==> src/rtl/uart_pkg.sv <==
// Shared UART definitions: receiver state encoding, data width and line levels
// used by both the RX and TX sides.
package uart_pkg;

    localparam int UART_DATA_BITS = 8;

    localparam logic LINE_IDLE  = 1'b1;
    localparam logic LINE_START = 1'b0;
    localparam logic LINE_STOP  = 1'b1;

    typedef enum logic [2:0] {
        IDLE      = 3'd0,
        START     = 3'd1,
        DATA      = 3'd2,
        STOP      = 3'd3,
        WAIT_HIGH = 3'd4,
        PARITY    = 3'd5
    } rx_state_t;

    // Even parity: the parity bit that makes the total count of ones even.
    function automatic logic even_parity(input logic [UART_DATA_BITS-1:0] d);
        return ^d;
    endfunction

endpackage

==> src/rtl/uart_sync.sv <==
// Multi-flop synchronizer for the asynchronous serial line; resets to the
// idle line level so a reset never looks like a start bit.
module uart_sync
    import uart_pkg::*;
#(
    parameter int STAGES = 2
) (
    input  logic clk,
    input  logic rst_n,
    input  logic d_i,
    output logic q_o
);

    logic [STAGES-1:0] sync_q;

    always_ff @(posedge clk or negedge rst_n) begin
        if (!rst_n) begin
            sync_q <= {STAGES{LINE_IDLE}};
        end else begin
            sync_q <= {sync_q[STAGES-2:0], d_i};
        end
    end

    assign q_o = sync_q[STAGES-1];

endmodule

==> src/rtl/uart_rx.sv <==
// UART receiver: 8N1 (8E1 when UART_RX_PARITY_EN is defined), MSB first,
// mid-bit sampling of the synchronized line, valid/ready byte output.
module uart_rx
    import uart_pkg::*;
#(
    parameter int CLKS_PER_BIT = 16,
    parameter int SYNC_STAGES  = 2
) (
    input  logic       clk,
    input  logic       rst_n,
    input  logic       rx_i,
    output logic [7:0] data_o,
    output logic       valid_o,
    input  logic       ready_i,
    output logic       frame_err_o,
    output logic       overrun_o,
`ifdef UART_RX_PARITY_EN
    output logic       parity_err_o,
`endif
    output logic       busy_o,
    output logic [2:0] dbg_state_o
);

    localparam int CNT_W = $clog2(CLKS_PER_BIT);
    localparam logic [CNT_W-1:0] CNT_MID  = CNT_W'(CLKS_PER_BIT / 2 - 1);
    localparam logic [CNT_W-1:0] CNT_LAST = CNT_W'(CLKS_PER_BIT - 1);

    logic rx_s;

    uart_sync #(
        .STAGES(SYNC_STAGES)
    ) u_sync (
        .clk  (clk),
        .rst_n(rst_n),
        .d_i  (rx_i),
        .q_o  (rx_s)
    );

    rx_state_t                 state_q, state_d;
    logic [CNT_W-1:0]          cnt_q, cnt_d;
    logic [2:0]                idx_q, idx_d;
    logic [UART_DATA_BITS-1:0] shreg_q, shreg_d;
    logic [UART_DATA_BITS-1:0] data_q, data_d;
    logic                      valid_q, valid_d;
    logic                      frame_err_q, frame_err_d;
    logic                      overrun_q, overrun_d;
    logic                      deliver;
`ifdef UART_RX_PARITY_EN
    logic                      par_q, par_d;
    logic                      parity_err_q, parity_err_d;
`endif

    // Handshake: a byte transfers on any clock where valid_o && ready_i.
    // data_o is held while valid_o && !ready_i; a byte finishing in that
    // window is dropped with overrun_o, while a byte finishing on a transfer
    // cycle replaces the old one directly.
    always_comb begin
        state_d     = state_q;
        cnt_d       = cnt_q;
        idx_d       = idx_q;
        shreg_d     = shreg_q;
        data_d      = data_q;
        valid_d     = valid_q;
        frame_err_d = 1'b0;
        overrun_d   = 1'b0;
        deliver     = 1'b0;
`ifdef UART_RX_PARITY_EN
        par_d        = par_q;
        parity_err_d = 1'b0;
`endif

        if (valid_q && ready_i) begin
            valid_d = 1'b0;
        end

        case (state_q)
            IDLE: begin
                if (rx_s == LINE_START) begin
                    state_d = START;
                    cnt_d   = '0;
                end
            end
            START: begin
                if (cnt_q == CNT_MID) begin
                    cnt_d = '0;
                    if (rx_s == LINE_START) begin
                        state_d = DATA;
                        idx_d   = '0;
                    end else begin
                        state_d = IDLE;
                    end
                end else begin
                    cnt_d = cnt_q + CNT_W'(1);
                end
            end
            DATA: begin
                if (cnt_q == CNT_LAST) begin
                    cnt_d   = '0;
                    shreg_d = {shreg_q[UART_DATA_BITS-2:0], rx_s};
                    idx_d   = idx_q + 3'd1;
                    if (idx_q == 3'd7) begin
`ifdef UART_RX_PARITY_EN
                        state_d = PARITY;
`else
                        state_d = STOP;
`endif
                    end
                end else begin
                    cnt_d = cnt_q + CNT_W'(1);
                end
            end
`ifdef UART_RX_PARITY_EN
            PARITY: begin
                if (cnt_q == CNT_LAST) begin
                    cnt_d   = '0;
                    par_d   = rx_s;
                    state_d = STOP;
                end else begin
                    cnt_d = cnt_q + CNT_W'(1);
                end
            end
`endif
            STOP: begin
                if (cnt_q == CNT_LAST) begin
                    cnt_d = '0;
                    if (rx_s != LINE_STOP) begin
                        frame_err_d = 1'b1;
                        state_d     = WAIT_HIGH;
`ifdef UART_RX_PARITY_EN
                    end else if (par_q != even_parity(shreg_q)) begin
                        parity_err_d = 1'b1;
                        state_d      = IDLE;
`endif
                    end else begin
                        deliver = 1'b1;
                        state_d = IDLE;
                    end
                end else begin
                    cnt_d = cnt_q + CNT_W'(1);
                end
            end
            // A stuck-low line must be seen high before another start is armed.
            WAIT_HIGH: begin
                if (rx_s == LINE_IDLE) begin
                    state_d = IDLE;
                end
            end
            default: begin
                state_d = IDLE;
            end
        endcase

        if (deliver) begin
            if (!valid_q || ready_i) begin
                data_d  = shreg_q;
                valid_d = 1'b1;
            end else begin
                overrun_d = 1'b1;
            end
        end
    end

    always_ff @(posedge clk or negedge rst_n) begin
        if (!rst_n) begin
            state_q     <= IDLE;
            cnt_q       <= '0;
            idx_q       <= '0;
            shreg_q     <= '0;
            data_q      <= '0;
            valid_q     <= 1'b0;
            frame_err_q <= 1'b0;
            overrun_q   <= 1'b0;
        end else begin
            state_q     <= state_d;
            cnt_q       <= cnt_d;
            idx_q       <= idx_d;
            shreg_q     <= shreg_d;
            data_q      <= data_d;
            valid_q     <= valid_d;
            frame_err_q <= frame_err_d;
            overrun_q   <= overrun_d;
        end
    end

`ifdef UART_RX_PARITY_EN
    always_ff @(posedge clk or negedge rst_n) begin
        if (!rst_n) begin
            par_q        <= 1'b0;
            parity_err_q <= 1'b0;
        end else begin
            par_q        <= par_d;
            parity_err_q <= parity_err_d;
        end
    end

    assign parity_err_o = parity_err_q;
`endif

    assign data_o      = data_q;
    assign valid_o     = valid_q;
    assign frame_err_o = frame_err_q;
    assign overrun_o   = overrun_q;
    assign busy_o      = (state_q != IDLE);
    assign dbg_state_o = state_q;

endmodule
==> config.mk <==
export PLATFORM = sky130hd
export DESIGN_NAME = uart_rx
export DESIGN_NICKNAME = d
export VERILOG_FILES = /design/src/rtl/uart_pkg.sv /design/src/rtl/uart_sync.sv /design/src/rtl/uart_rx.sv
export SDC_FILE = /design/constraint.sdc
export NUM_CORES = 1
export LEC_CHECK = 0
export ABC_AREA = 1
export CORE_UTILIZATION = 25
export DETAILED_ROUTE_END_ITERATION = 10
export RECOVER_POWER = 25
export SYNTH_ARGS = -nofsm -noshare
export SYNTH_HDL_FRONTEND = slang
export SYNTH_SLANG_ARGS = --single-unit
==> constraint.sdc <==
create_clock -name clk -period 3.7 [get_ports clk]
set_clock_uncertainty 0.05 [all_clocks]
set_input_delay 0.74 -clock clk [delete_from_list [all_inputs] [get_ports clk]]
set_output_delay 0.74 -clock clk [all_outputs]
set_load 0.02 [all_outputs]
Word-level counts from Yosys, hierarchy flattened

Index checks and enable logic that the tools add are counted.

Register bits: 31
Logic and storage cells: 66

Add/sub/neg operators: 2
Equality and inequality tests: 14
Muxes and demuxes: 28
Reductions and logical operators: 13

Operator list:

| kind                  | count |
|---|---|
| $mux W3               | 10 |
| $pmux W3 S5           | 1 |
| $mux W4               | 3 |
| $ne A2 B2 Y1 const B  | 6 |
| $pmux W4 S3           | 1 |
| $mux W1               | 11 |
| $eq A3 B2 Y1 const B  | 2 |
| $eq A3 B3 Y1 const B  | 2 |
| $pmux W3 S2           | 1 |
| $reduce_and A2 Y1     | 3 |
| $reduce_and A6 Y1     | 1 |
| $reduce_bool A3 Y1    | 2 |
| $add A4 B1 Y4 const B | 1 |
| $eq A4 B3 Y1 const B  | 1 |
| $eq A4 B4 Y1 const B  | 1 |
| $reduce_and A4 Y1     | 1 |
| $add A3 B1 Y3 const B | 1 |
| $eq A3 B1 Y1 const B  | 1 |
| $logic_not A3 Y1      | 1 |
| $mux W2               | 1 |
| $ne A2 B1 Y1 const B  | 1 |
| $reduce_bool A2 Y1    | 1 |
| $reduce_or A2 Y1      | 1 |
| $logic_and A1 B1 Y1   | 1 |
| other kinds (2)       | 2 |

Depth between registers and ports, before layout

Gate-level depths: netlist (run 1).

Depth after elaboration: 4
Gate-level depth with buffers: 9

Cells and area by module

A second synthesis (run 1) with hierarchy kept.

Cells, all modules: 156
Area, all modules: 1403.8 µm²

By module, submodules not included:

| module    | instances | cells an instance | area an instance (µm²) |
|---|---|---|---|
| uart_rx   | 1         | 154               | 1351.3 |
| uart_sync | 1         | 2                 | 52.6 |

Worst setup path after synthesis (run 1)

OpenSTA, ideal clock, no wires.

Path type: reg-to-output
Start point: register state_q[0] (netlist: dbg_state_o[0])
End point: output port busy_o
Arrival: 0.874 ns
Path slack: 2.036 ns
Stages on the path, launching flop included: 3
Buffers on the path: 0
Path through: dfrtp_1 nor2_1 nand2_1

Cells in the longest elaborated chain, start to end: 1

RTL lines:

| item                   | RTL line       | RTL |
|---|---|---|
| from (decl)            | uart_rx.sv:39  | `rx_state_t state_q, state_d;` |
| from (signal assigned) | uart_rx.sv:174 | `state_q <= state_d;` |
| $reduce_bool A3 Y1     | uart_rx.sv:203 | `assign busy_o = (state_q != IDLE);` |
| to (decl)              | uart_rx.sv:20  | `output logic busy_o,` |

No other way between the ends.

Worst setup path in the final report (run 1)

Same ends and word-level chain as after synthesis.

==> impl_metrics.ini, run 1 <==
[cells_and_area]
syn2layout_area_growth_pct = 24.76
final_common_cell = nand2_1
fillers = 560
fin_nets = 189
layout-drive-gt1-share = 0.1202
n_antenna_cell = 0
register_area_um2 = 778.2
fin_area_mm2 = 0.001765
stdcell_count = 255
final_cell_mix = nand2_1, dfrtp_1, clkdlybuf4s50_1
multi_input_area_um2 = 540.5
final_core_util = 0.3226

[yosys]
synth_top_family_by_area = simple AND/OR/NAND/NOR gates
synth_fp_nets = 164
synth_area_mm2 = 0.001415
yosys_register_bits = 31
synthMuxAreaShare = 0
synthAdderAreaFrac = 0.02653
synth_xor_area_frac = 0.006189
ys_warn_count = 0
netlist-cell-type-count = 22
syn_inst = 157
syn_avg_cell_area_um2 = 9.013
synth-simple-area-share = 0.3015
yosysSeqAreaShare = 0.5500
synth_compound_area_frac = 0.07073

[clock_tree]
root_buffer = clkbuf_8
cts_buffers = 5
htree_num_levels = 2
cts_tree = done
postCtsSetupRepairBufs = 0
clock-sinks = 31
clockBufferDepth = 2
cts_resized = 0
path_clk_slew_ns = 0.07
hold_buffers = 0
clk-insertion-delay-late_ns = 0.28

[worst_setup_path]
cp.required_ns = 2.91
critPathCaptureType = primary output
crit_type = flop to primary output
cp_max_fo = 7
rr_worst_depth = 7
worst_setup_path_start_kind = flop
cp.arrival_ns = 1.61

[power]
p_leak_nw = 0.8754
ir_drop_uv = 200.0
power.density_mw_per_mm2 = 573.7

[route]
ant_nets = 0
vias_per_cell = 4.188
vias = 1068
wirelength_um = 2722
drt_iter0_markers = 69
drt-pass1-iter-count = 4
detail_route.wl_per_cell_um = 10.67
drc = 0

[grt]
grt_overflow_total = 0
grt_first_pass_wirelength_um = 4961
grt_max_degree = 22
grt_pass1_vias = 1084
antenna_found_initial = 0
grt_usage = 0.1068

[timing]
finalSetupViolations = 0
setup_tns_ns = 0
fmaxAchievable_ghz = 0.4175
worstMarginPinSlew_ns = 0.9785
hold_viol_final = 0
maxSlewHeadroom = 0.3456
period_minus_slack_ns = 2.395
drv_slew = 0
rsz0062_at_grt = no
post-route-period-util = 0.6474

[worst_hold_path]
hp-class = flop to flop
hold_depth = 0

[placement]
placed_cell_area_mm2 = 0.001682
place.gp.congestion = 0.8377
port-buffer-count = 18
placedCellCount = 247
hpwl_um = 2032

[floorplanning]
die_area_mm2 = 0.005965
die_height_um = 77.24
ios = 19
start_util = 0.2586
num_rows = 27
fp.dieW_um = 77.24
core_area_mm2 = 0.005473

[job]
maxCapViolCount = 0

[status]
status = finished, final reports clean
==> state kept, by name, indices dropped and copies added, names as in the netlist <==
signal	cells
frame_err_o	1
overrun_o	1
idx_q	3
valid_o	1
u_sync.sync_q	2
data_o	8
cnt_q	4
shreg_q	8
dbg_state_o	3
==> synthesized netlist by cell type (all sizes together) <==
master / number / area [um2]
nand2: 62 / 245.2
dfrtp: 29 / 725.7
o21ai: 16 / 80.07
nor2: 13 / 88.83
inv: 12 / 47.55
nand3: 11 / 77.58
a21oi: 4 / 20.02
ha: 3 / 37.54
dfstp: 2 / 52.55
nand3b: 2 / 15.01
buf: 1 / 11.26
clkinv: 1 / 5.000
xnor2: 1 / 8.760
==> cell families after synthesis <==
kind of cell | after synthesis
simple gates | 88
compound gates | 20
fa+ha+maj | 3
flops | 31
xor+xnor | 1
buf+inv | 14
==> routing by layer <==
| metal | vias to the layer above | routed length [um] | track usage |
|---|---|---|---|
| met1 | 502 | 1276 | 0.1334 |
| met2 | 14 | 1284 | 0.1628 |
| met5 | - | 0 | 0 |
| li1 | 546 | - | - |
| met3 | 6 | 96 | 0.03095 |
| met4 | 0 | 65 | 0.06226 |
==> cell type report <==
class	count	share of cell area
inverter	13	0.02906
clock inverter	2	0.01984
tap	72	0.05103
multi-input combinational	112	0.3062
sequential	31	0.4408
timing repair buffer	19	0.1063
clock buffer	6	0.04678
==> per-stage QoR <==
stage	hold WS (ns)	setup slack, ns	total power [mW]
floorplan	0.2952	2.036	0.6124
global placement	0.2991	1.582	0.6918
detailed placement	0.2987	1.515	0.6957
CTS	0.3108	1.311	1.044
global route	0.3118	1.209	1.079
finish	0.3093	1.305	1.013
==> where the power goes <==
group	leakage, nW	switching [mW]	internal [mW]
registers	0.419	0.0405	0.374
clock network	0.0612	0.127	0.218
logic	0.395	0.156	0.0971
total	0.875	0.324	0.689
==> worst paths after layout <==
check                              endpoint  slack [ns]        startpoint
hold / removal             u_sync.sync_q[1]        0.31  u_sync.sync_q[0]
max in group asynchronous           valid_o        1.93             rst_n
setup reg to reg                 shreg_q[6]        1.54          cnt_q[0]
min in group asynchronous          cnt_q[3]        0.95             rst_n
hold reg to reg            u_sync.sync_q[1]        0.31  u_sync.sync_q[0]
setup / recovery                     busy_o        1.30    dbg_state_o[0]
==> worst max-delay path, stage by stage (launching register included) <==
cell             delay (ns)
dfrtp_1                0.47
nor2_1                 0.23
nand2_1                0.08
clkdlybuf4s50_1        0.54
Note: power is estimated with default switching activity, not from simulation.
==> run 2, diff against run 1 <==
==> constraint.sdc (replaced) <==
create_clock -name clk -period 2 [get_ports clk]
set_clock_uncertainty 0.05 [all_clocks]
set_input_delay 0.4 -clock clk [delete_from_list [all_inputs] [get_ports clk]]
set_output_delay 0.4 -clock clk [all_outputs]
set_load 0.02 [all_outputs]
==> run 2 against run 1 <==
Against the previous run: design area rose by 2.1%; total power increased by 80%; wire length down 5.4%; sequential share of layout area decreased by 0.92 points; first-iteration DRC count down 38%; clock power rose by 59%; critical path type unchanged; global-route usage is 0.73 points lower; setup slack got worse by 1.2 ns.
==> impl_metrics.ini, run 2 (synthesis results as in run 1) <==
[floorplanning]
die_area_mm2 = 0.005965
die_height_um = 77.24
ios = 19
start_util = 0.2586
core_area_mm2 = 0.005473
fp.dieW_um = 77.24
num_rows = 27

[timing]
rsz0062_at_grt = no
setup_tns_ns = 0
holdWs_ns = 0.3085
hold_viol_final = 0
finalSetupViolations = 0
fmaxAchievable_ghz = 0.5343
drv_slew = 0
period_minus_slack_ns = 1.871
worstMarginPinSlew_ns = 0.7735
post-route-period-util = 0.9357
maxSlewHeadroom = 0.4843

[worst_setup_path]
cp_max_fo = 7
path_cells = clkdlybuf4s50_1
cp.arrival_ns = 1.42
critPathCaptureType = primary output
critical_path_buf_inv_count = 1
worst_setup_path_start_kind = flop
crit_slowest_cell = clkdlybuf4s50_1
max_stage_delay_ns = 0.66
critPathTopFamily = buffers and inverters
crit_type = flop to primary output
cp.required_ns = 1.55

[cells_and_area]
final_cell_mix = nand2_1, dfrtp_1, clkdlybuf4s50_1
syn2layout_area_growth_pct = 27.41
fin_nets = 191
final_core_util = 0.3294
final_common_cell = nand2_1
layout-drive-gt1-share = 0.1730
n_antenna_cell = 0
stdcell_count = 257

[grt]
met2_usage = 0.1558
grt.busiest_layer = met2
antenna_found_initial = 0
grt_usage = 0.09955
grt_first_pass_wirelength_um = 4595
met3_usage = 0.02857
grt_overflow_total = 0
grt_max_degree = 32
met1_usage = 0.1224
grt_pass1_vias = 1060

[placement]
placedCellCount = 249
port-buffer-count = 18
hpwl_um = 1831
place.gp.congestion = 0.8215

[clock_tree]
clk-insertion-delay-late_ns = 0.28
hold_buffers = 0
postCtsSetupRepairBufs = 0
cts_resized = 1
clock-sinks = 31
htree_num_levels = 2
root_buffer = clkbuf_8
cts_tree = done
cts_buffers = 5
clockBufferDepth = 2
path_clk_slew_ns = 0.07

[route]
vias = 1041
drc = 0
drt-pass1-iter-count = 4
drt_iter0_markers = 43
detail_route.wl_per_cell_um = 10.02
wirelength_um = 2574
vias_per_cell = 4.051
ant_nets = 0

[power]
swShare = 0.3408
p_seq_frac = 0.421
power.density_mw_per_mm2 = 1008
p_leak_nw = 0.9148
p_clk_frac = 0.301
power.net_switching_mw = 0.6196
p_int_mw = 1.199
ir_drop_uv = 251.6
p_comb_frac = 0.278

[status]
status = finished, final reports clean

[worst_hold_path]
hp-class = flop to flop

[job]
maxCapViolCount = 0
==> run 2: changes by cell type in the layout (fill, tap and decap cells not counted), sizes merged <==
cell           before  now
clkbuf              6    8
clkdlybuf4s50      17   15
buf                 1    2
bufinv              1    0
clkinvlp            2    1
dlygate4sd3         1    2
dlymetal6s2s        0    1
inv                11   12
==> run 2: path summary, 6_finish.rpt <==
| kind | start | endpoint | slack, ns | depth (start not counted) |
|---|---|---|---|---|
| setup / recovery | dbg_state_o[0] | dbg_state_o[0] | 0.13 | 1 |
| hold / removal | u_sync.sync_q[0] | u_sync.sync_q[1] | 0.31 | 0 |
| setup reg to reg | cnt_q[0] | data_o[0] | 0.47 | 7 |
| hold reg to reg | u_sync.sync_q[0] | u_sync.sync_q[1] | 0.31 | 0 |
| max in group asynchronous | rst_n | idx_q[0] | 0.74 | 2 |
| min in group asynchronous | rst_n | frame_err_o | 0.67 | 2 |
==> run 2: through the flow <==
step | worst slack [ns] | instance area [um2] | total power, mW
after floorplan | 0.6506 | 1415 | 1.133
after global placement | 0.3112 | 1697 | 1.284
after detailed placement | 0.2884 | 1697 | 1.285
after CTS | 0.03817 | 1803 | 1.843
after global routing | 0.08615 | 1803 | 1.942
final | 0.1285 | 1803 | 1.818
==> run 2: per-layer routing <==
metal	share of wire	vias to the layer above
met5	0	-
met4	0.022	0
met3	0.031	6
met2	0.45	16
met1	0.50	461
li1	-	558
==> run 2: final cells by class <==
class	instances	area (um2)
Clock inverter	1	7.507
Timing Repair Buffer	21	202.7
Inverter	13	52.55
Multi-Input combinational cell	112	575.6
Tap cell	72	90.09
Fill cell	558	3670
Clock buffer	7	96.34
Sequential cell	31	778.2
==> run 2: power by group through the flow <==
stage                     sequential, mW  combinational [mW]  clock, mW
after floorplan                    0.783               0.350          0
after global placement             0.770               0.515          0
after detailed placement           0.774               0.511          0
after CTS                          0.764               0.515      0.564
after global routing               0.774               0.581      0.587
final                              0.766               0.506      0.547
==> run 3, diff against run 2 <==
--- a/config.mk
+++ b/config.mk
@@ -6,9 +6,11 @@
 export NUM_CORES = 1
 export LEC_CHECK = 0
 export ABC_AREA = 1
+export CORE_MARGIN = 3
 export CORE_UTILIZATION = 25
 export DETAILED_ROUTE_END_ITERATION = 10
 export RECOVER_POWER = 25
 export SYNTH_ARGS = -nofsm -noshare
 export SYNTH_HDL_FRONTEND = slang
 export SYNTH_SLANG_ARGS = --single-unit
+export TNS_END_PERCENT = 100
==> run 3 against run 2 <==
Against the previous run: non-clock buffer count decreased by 1; sequential share of layout area increased by 0.29 points; combinational power increased by 3%; core utilization increased by 0.94 points; global-route usage decreased by 0.064 points; clock power increased by 6.4%; die area increased by 11%; first-iteration DRC count increased by 49%; flip-flop and latch count unchanged; maximum frequency decreased by 2.5%; critical path type unchanged; highest routed layer unchanged.
==> impl_metrics.ini, run 3 (synthesis results as in run 1) <==
[timing]
post-route-period-util = 0.9602
worstMarginPinSlew_ns = 0.7500
hold_viol_final = 0
period_minus_slack_ns = 1.920
setup_tns_ns = 0
drv_slew = 0
finalWorstSetupSlack_ns = 0.07966
holdWs_ns = 0.3071
maxSlewHeadroom = 0.5000
rsz0062_at_grt = no
finalSetupViolations = 0
fmaxAchievable_ghz = 0.5207

[worst_setup_path]
crit_type = flop to primary output
cp.required_ns = 1.55
path_cells = inv_2 > nand2_1 > clkdlybuf4s50_1
critical_path_buf_inv_count = 2
cp.arrival_ns = 1.47
critPathTopFamily = buffers and inverters
max_stage_delay_ns = 0.59
cp_max_fo = 7
worst_setup_path_start_kind = flop
critPathCaptureType = primary output
crit_slowest_cell = clkdlybuf4s50_1

[job]
maxCapViolCount = 0

[route]
drt_iter0_markers = 64
wirelength_um = 2631
vias = 1058
drc = 0
detail_route.wl_per_cell_um = 10.40
ant_nets = 0
vias_per_cell = 4.182
drt-pass1-iter-count = 3

[floorplanning]
num_rows = 26
die_height_um = 81.24
fp.dieW_um = 81.24
start_util = 0.2669
ios = 19
die_area_mm2 = 0.006599
core_area_mm2 = 0.005303

[placement]
placedCellCount = 246
dp_worst_setup_slack_ns = 0.2650
hpwl_um = 1884
place.gp.congestion = 0.7521
port-buffer-count = 18
placed_cell_area_mm2 = 0.001687

[worst_hold_path]
hp-class = flop to flop

[cells_and_area]
fin_area_mm2 = 0.001797
fin_nets = 190
multi_input_area_um2 = 580.6
final_core_util = 0.3388
fillers = 543
n_antenna_cell = 0
final_common_cell = nand2_1
syn2layout_area_growth_pct = 26.97
layout-drive-gt1-share = 0.1694
stdcell_count = 253
final_cell_mix = nand2_1, dfrtp_1, clkdlybuf4s50_1
register_area_um2 = 780.7

[power]
p_int_mw = 1.260
p_seq_frac = 0.412
p_clk_frac = 0.310
power.net_switching_mw = 0.6162
p_leak_nw = 0.9004
power.density_mw_per_mm2 = 1044
swShare = 0.3284
finalPower_mw = 1.876
p_comb_frac = 0.277
ir_drop_uv = 640.3

[status]
status = finished, final reports clean

[clock_tree]
hold_buffers = 0
cts_buffers = 5
clock-sinks = 31
path_clk_slew_ns = 0.06
htree_num_levels = 2
root_buffer = clkbuf_8
cts_tree = done
clk-insertion-delay-late_ns = 0.28
clockBufferDepth = 2

[grt]
grt_overflow_total = 0
antenna_found_initial = 0
grt_usage = 0.09890
grt_first_pass_wirelength_um = 4926
grt_pass1_vias = 1098
grt_max_degree = 32
[run 3: changes by cell type in the layout (fill, tap and decap cells not counted), sizes merged]
cell	delta
bufinv	+1
dlymetal6s2s	-1
buf	-1
clkinvlp	-1
clkdlybuf4s50	+1
clkbuf	-1
[run 3: cell type report]
type	count	share of cell area
inverters	13	0.02925
multi-input cells	112	0.3231
repair buffers	20	0.1072
clock buffers	6	0.04039
well taps	70	0.04875
flip-flops and latches	31	0.4345
clock inverters	1	0.01671
[run 3: per-layer routing]
metal,wire length (um),part of all wire,global-route usage,vias to the layer above
met5,0,0,0,-
met4,68,0.026,0.05912,0
met3,108,0.041,0.03326,5
met2,1206,0.46,0.1544,16
met1,1248,0.47,0.1175,483
li1,-,-,-,554
[run 3: power by group through the flow]
stage / Clock, mW / Sequential [mW] / Combinational (mW)
after global routing: 0.640 / 0.788 / 0.604
after floorplan: 0 / 0.783 / 0.350
after CTS: 0.604 / 0.767 / 0.521
final: 0.582 / 0.773 / 0.521
after detailed placement: 0 / 0.775 / 0.516
after global placement: 0 / 0.770 / 0.513
[run 3: what timing repair did]
item / in CTS / in global routing
buffers inserted: 0 / 0
resized for setup: 2 / 2
endpoints found under the setup margin: 1 / 1
[run 3: worst paths after layout]
path                               endpoint              from  depth (start not counted)  slack [ns]
max in group asynchronous    dbg_state_o[2]             rst_n                          2        0.70
hold / removal             u_sync.sync_q[1]  u_sync.sync_q[0]                          0        0.31
setup / recovery                     busy_o    dbg_state_o[2]                          3        0.08
setup reg to reg                  data_o[3]          cnt_q[0]                          7        0.45
hold reg to reg            u_sync.sync_q[1]  u_sync.sync_q[0]                          0        0.31
min in group asynchronous        shreg_q[1]             rst_n                          2        0.67
